===== config.mk =====
export PLATFORM = sky130hd
export DESIGN_NAME = serial_subtractor
export DESIGN_NICKNAME = d
export VERILOG_FILES = /design/src/rtl/serial_subtractor.sv
export SDC_FILE = /design/constraint.sdc
export NUM_CORES = 1
export LEC_CHECK = 0
export ABC_AREA = 1
export CORE_MARGIN = 2
export CORE_UTILIZATION = 40
export DETAILED_ROUTE_END_ITERATION = 7
export PLACE_DENSITY_LB_ADDON = 0.15
export SLEW_MARGIN = 20
export SYNTH_ARGS = -nofsm -noshare
export SYNTH_HDL_FRONTEND = slang
export SYNTH_SLANG_ARGS = --single-unit

===== constraint.sdc =====
create_clock -name clk -period 1.5 [get_ports clk]
set_input_delay 0.225 -clock clk [delete_from_list [all_inputs] [get_ports clk]]
set_output_delay 0.225 -clock clk [all_outputs]
set_load 0.01 [all_outputs]

===== src/rtl/serial_subtractor.sv =====
// Bit-serial subtractor: computes a - b - bin one bit per clock, LSB first,
// through a single full-subtractor cell and a borrow register. Results are
// published together on the cycle done pulses and held until the next result.
module serial_subtractor #(
  parameter int WIDTH = 8
) (
  input  logic             clk,
  input  logic             rst,
  input  logic             start,
  input  logic [WIDTH-1:0] a,
  input  logic [WIDTH-1:0] b,
  input  logic             bin,
  output logic             busy,
  output logic             done,
  output logic [WIDTH-1:0] diff,
  output logic             bout,
  output logic             ovf
);

  localparam int CW = (WIDTH > 1) ? $clog2(WIDTH) : 1;
  localparam logic [CW-1:0] LAST = CW'(WIDTH - 1);

  typedef enum logic [1:0] {IDLE, RUN, DONE} state_t;

  state_t           r_state, w_next;
  logic [WIDTH-1:0] r_a, r_b, r_res, r_diff;
  logic             r_br, r_bout, r_ovf;
  logic [CW-1:0]    r_cnt;

  logic w_accept, w_last, w_ai, w_bi, w_d, w_brn;

  // start is only honoured when no operation is in flight (IDLE or DONE)
  assign w_accept = start && (r_state != RUN);
  assign w_last   = (r_cnt == LAST);
  assign w_ai     = r_a[0];
  assign w_bi     = r_b[0];

  // full-subtractor cell
  assign w_d   = w_ai ^ w_bi ^ r_br;
  assign w_brn = (~w_ai & w_bi) | (~(w_ai ^ w_bi) & r_br);

  // state register
  always_ff @(posedge clk) begin
    if (rst) r_state <= IDLE;
    else     r_state <= w_next;
  end

  // next-state logic
  always_comb begin
    w_next = r_state;
    case (r_state)
      IDLE:    if (start) w_next = RUN;
      RUN:     if (w_last) w_next = DONE;
      DONE:    w_next = start ? RUN : IDLE;
      default: w_next = IDLE;
    endcase
  end

  // operand capture, bit-serial datapath and result publication
  always_ff @(posedge clk) begin
    if (rst) begin
      r_a    <= '0;
      r_b    <= '0;
      r_br   <= 1'b0;
      r_res  <= '0;
      r_cnt  <= '0;
      r_diff <= '0;
      r_bout <= 1'b0;
      r_ovf  <= 1'b0;
    end else if (w_accept) begin
      r_a   <= a;
      r_b   <= b;
      r_br  <= bin;
      r_res <= '0;
      r_cnt <= '0;
    end else if (r_state == RUN) begin
      r_a   <= r_a >> 1;
      r_b   <= r_b >> 1;
      r_br  <= w_brn;
      r_res <= {w_d, r_res[WIDTH-1:1]};
      r_cnt <= r_cnt + CW'(1);
      if (w_last) begin
        // on the MSB cycle r_br is the borrow into the MSB, w_brn the borrow out
        r_diff <= {w_d, r_res[WIDTH-1:1]};
        r_bout <= w_brn;
        r_ovf  <= r_br ^ w_brn;
      end
    end
  end

  assign busy = (r_state == RUN);
  assign done = (r_state == DONE);
  assign diff = r_diff;
  assign bout = r_bout;
  assign ovf  = r_ovf;

endmodule

=== Yosys cells after proc, flatten, opt, wreduce, memory -nomap -nowiden ===
Index checks and enable logic that the tools add are counted.
Widths: inputs -> output; s select.

* $add $sub $neg: 1
* Eq/ne operators: 6
* Multiplexer cells: 10
* Bitwise operators: 9
* Reduce and logical (&&, ||, !) cells: 6

{| class="wikitable"
|+ Operators with widths
! kind !! count
|-
| $mux 8 || 4
|-
| $pmux 2 s3 || 1
|-
| $mux 2 || 2
|-
| $ne 2x1->1 const B || 2
|-
| $add 3x1->3 const B || 1
|-
| $eq 3x3->1 const B || 1
|-
| $mux 1 || 3
|-
| $not 1->1 || 3
|-
| $reduce_and 3->1 || 1
|-
| $xor 1x1->1 || 3
|-
| $and 1x1->1 || 2
|-
| $eq 2x1->1 const B || 1
|-
| $eq 2x2->1 const B || 1
|-
| $logic_not 2->1 || 1
|-
| $ne 2x2->1 const B || 1
|-
| $reduce_and 2->1 || 1
|-
| $reduce_bool 2->1 || 1
|-
| $reduce_or 2->1 || 1
|-
| $logic_and 1x1->1 || 1
|-
| $or 1x1->1 || 1
|}

* Register bits: 40
* Bits of input ports: 20
* Word-level logic and storage cells: 41

=== Depth between registers and ports, before layout ===
* Depth after elaboration: 6
* Mapped depth: 8
* Mapped depth without buffers: 8

=== Worst setup path after synthesis ===
Ideal clock, no wire load.

* Path kind: reg-to-reg
* Start: register r_br
* End: register r_ovf, in the netlist ovf
* Setup time: 0.116 ns
* Arrival: 1.052 ns
* Path slack: 0.332 ns
* Cell stages (with the launch flop): 7
* Cell sequence: dfxtp_1 inv_1 fa_1 inv_1 nand2_1 a21oi_1 nor2_1

* Cells in the longest elaborated chain, start to end: 3

{| class="wikitable"
|+ RTL lines
! what !! RTL line !! source
|-
| from (decl) || 27 || <nowiki>logic r_br, r_bout, r_ovf;</nowiki>
|-
| from (signal assigned) || 73 || <nowiki>r_br <= bin;</nowiki>
|-
| from (signal assigned) || 79 || <nowiki>r_br <= w_brn;</nowiki>
|-
| $and 1x1->1 || 40 || <nowiki>assign w_brn = (~w_ai & w_bi) | (~(w_ai ^ w_bi) & r_br);</nowiki>
|-
| $or 1x1->1 || 40 ||
|-
| $xor 1x1->1 (*) || 86 || <nowiki>r_ovf <= r_br ^ w_brn;</nowiki>
|-
| to (signal assigned) || 86 ||
|-
| to (decl) || 27 ||
|}

Every way passes the cells marked *; elsewhere a longest branch is shown, timed or not.
A chain may end at the register's enable or synchronous reset.

=== Worst setup path after layout ===
* Start: register r_state[0]
* End: output busy

* Cells in the longest elaborated chain, start to end: 1

{| class="wikitable"
|+ RTL lines
! what !! RTL line !! source
|-
| from (decl) || 25 || <nowiki>state_t r_state, w_next;</nowiki>
|-
| from (signal assigned) || 45 || <nowiki>else r_state <= w_next;</nowiki>
|-
| $eq 2x1->1 || 91 || <nowiki>assign busy = (r_state == RUN);</nowiki>
|-
| to (decl) || 13 || <nowiki>output logic busy,</nowiki>
|}

No other way between the ends.

==> run_results.csv <==
group,metric,value,unit
outcome,run_status,"completed",
timing,fmax,713,MHz
grt,grt_pass1_wl,6290,um
finish,nFillCells,432,
power_and_ir_drop,p_leak,1.01,nW
route,drtIter0Drc,116,
timing,tns,0,ns
synth,syn_area,1760,um^2
synth,ys_ff_latch,39,
route,vias_per_cell,4.75,
critical_path,cp_cell_sequence,"inv_2, nor2_4, dlygate4sd2_1",
timing,final.period_utilization,0.936,
place,pre_cts_ws,0.0420,ns
timing,finalMaxSlewViolations,0,
cts,htree_levels,2,
timing,maxSlewHeadroom,0.716,
critical_path,critPathLaunchType,"flop",
grt,grt_max_degree,29,
min_path,whs_path_depth,2,
finish,final_common_cell,"nand2_1",
finish,multi_input_area,791,um^2
timing,skew,0.00733,ns
cts,cts_tree,"built",
route,top_layer,"met4",
finish,n_antenna_cell,0,
cts,clock-sinks,39,
synth,syn_inst,230,
min_path,hold_path_class,"flop to flop",
finish,drive_gt1_frac,0.154,
timing,period_minus_slack,1.40,ns
finish,nets,288,
critical_path,end_kind,"primary output",
timing,tightest_slew,0.425,ns
critical_path,r2r_cells,8,
finish,stdcell_count,318,
cts,cts_buffer_depth,2,
place,place.gp.congestion,0.735,
critical_path,crit_required,1.27,ns
synth,syn_avg_cell_area,7.65,um^2
critical_path,critical_path_class,"flop to primary output",
critical_path,crit_path_top_delay_cell,"dfxtp_1",
die,core_area,4290,um^2
power_and_ir_drop,finalPower,2.06,mW
place,io_buffers,31,
cts,clock-root-buffer,"clkbuf_8",
critical_path,r2r_slack,0.13,ns
timing,hold_viol_final,0,
finish,layout_common_cells,"61 x nand2_1, 55 x nand3_1, 38 x dfxtp_1",
timing,finalSetupViolCount,0,
route,dr_wl_met2,1570,um
place,hpwl,2430,um
route,num_vias,1511,
power_and_ir_drop,power.density,927,nW/um^2
synth,synth_warnings,0,
cts,cts_hold_buf,0,
die,die_w,70.3,um
critical_path,path_max_fanout,3,
finish,syn2layout_area_growth,26.3,%
cts,clock_latency,0.29,ns
grt,grt-ovfl-total,0,
place,dpl.cell_count,310,
synth,synth_nets,253,
critical_path,arrival,1.18,ns
timing,rsz0062_at_grt,"no",
power_and_ir_drop,irDropWorstVdd,0.556,mV
finish,fin_area,2220,um^2
route,detail_route.first_pass.iterations,5,
route,met1_length,1850,um
route,routed_wl,3710,um
grt,grt_pass1_vias,1389,
finish,seq_area,782,um^2
flow_run,drv_cap,0,
cts,numCtsBuffers,5,
die,dieArea,4940,um^2
die,ios,32,
die,die-height,70.3,um
die,start_util,0.410,
critical_path,slowest_delay,0.38,ns
route,drcViolationCount,0,
synth,seq_area_frac_synth,0.444,
grt,grt_usage,0.160,
route,wl_per_cell,11.7,um
place,place_area,2140,um^2
cts,clkTransAtPathRegs,0.08,ns
synth,ys_types,20,
timing,finalWorstSetupSlack,0.0967,ns
route,ant_nets,0,
die,num_rows,24,
route,wl_met3,242,um
grt,antenna_found_initial,0,
==> area by class of cell <==
class / count / area share
clock inverter: 1 / 0.00225
timing repair buffer: 40 / 0.186
multi-input combinational: 155 / 0.356
inverter: 24 / 0.0405
clock buffer: 7 / 0.0343
tap: 52 / 0.0293
sequential: 39 / 0.352
==> kinds of logic after synthesis <==
kind of cell | Yosys count | synth area share
XOR/XNOR | 1 | 0.00498
AND/OR/NAND/NOR | 134 | 0.344
flip-flops | 39 | 0.444
buffers and inverters | 36 | 0.108
adder cells (fa/ha/maj) | 3 | 0.0256
AO/OA/AOI/OAI | 17 | 0.0740
==> stage by stage <==
step	util	hold slack (ns)
6_report	0.517	0.456
5_1_grt	0.517	0.478
4_1_cts	0.517	0.461
3_5_place_dp	0.498	0.449
3_3_place_gp	0.498	0.448
2_1_floorplan	-	0.287
==> worst max-delay path, delay by kind of cell (launching register included) <==
family / cells / cell delay, ns
buf+inv: 2 / 0.39
flops: 1 / 0.38
simple gates: 1 / 0.12
==> path summary, 6_finish.rpt <==
kind,start,end
max reg2reg,r_cnt[0]$_SDFFE_PP0N_,diff[2]$_SDFFE_PP0P_
min,r_a[7]$_SDFFE_PP0P_,r_a[7]$_SDFFE_PP0P_
max,r_state[0]$_SDFFE_PP0P_,busy
min reg2reg,r_a[7]$_SDFFE_PP0P_,r_a[7]$_SDFFE_PP0P_
==> state kept, by name, summed over array words and instances (netlist names) <==
signal,flops
bout,1
r_a,8
r_br,1
r_res,7
r_cnt,3
diff,8
ovf,1
r_state,2
r_b,8
==> metal layers <==
layer,vias to the layer above,track usage
met5,-,0
met4,0,0.0705
met3,5,0.0462
met2,33,0.246
met1,669,0.208
li1,804,-
==> cell usage after synthesis (all sizes together) <==
cell / n / area, um^2
a21oi: 13 / 98.9
buf: 12 / 100
dfxtp: 39 / 781
fa: 1 / 20.0
ha: 2 / 25.0
inv: 24 / 90.1
nand2: 71 / 292
nand3: 55 / 275
nor2: 8 / 37.5
o21ai: 4 / 31.3
xor2: 1 / 8.76
==> power breakdown <==
part           switching (mW)  internal, mW  leakage (nW)
Clock                   0.347         0.326        0.0422
Combinational           0.158         0.136         0.649
Sequential             0.0208          1.07         0.318
==> what timing repair did <==
action / CTS / global route
cloned: 0 / 0
setup endpoints to repair: 2 / 7
gates resized for setup: 3 / 1
buffers inserted: 0 / 0
(Power assumes the default switching activity.)
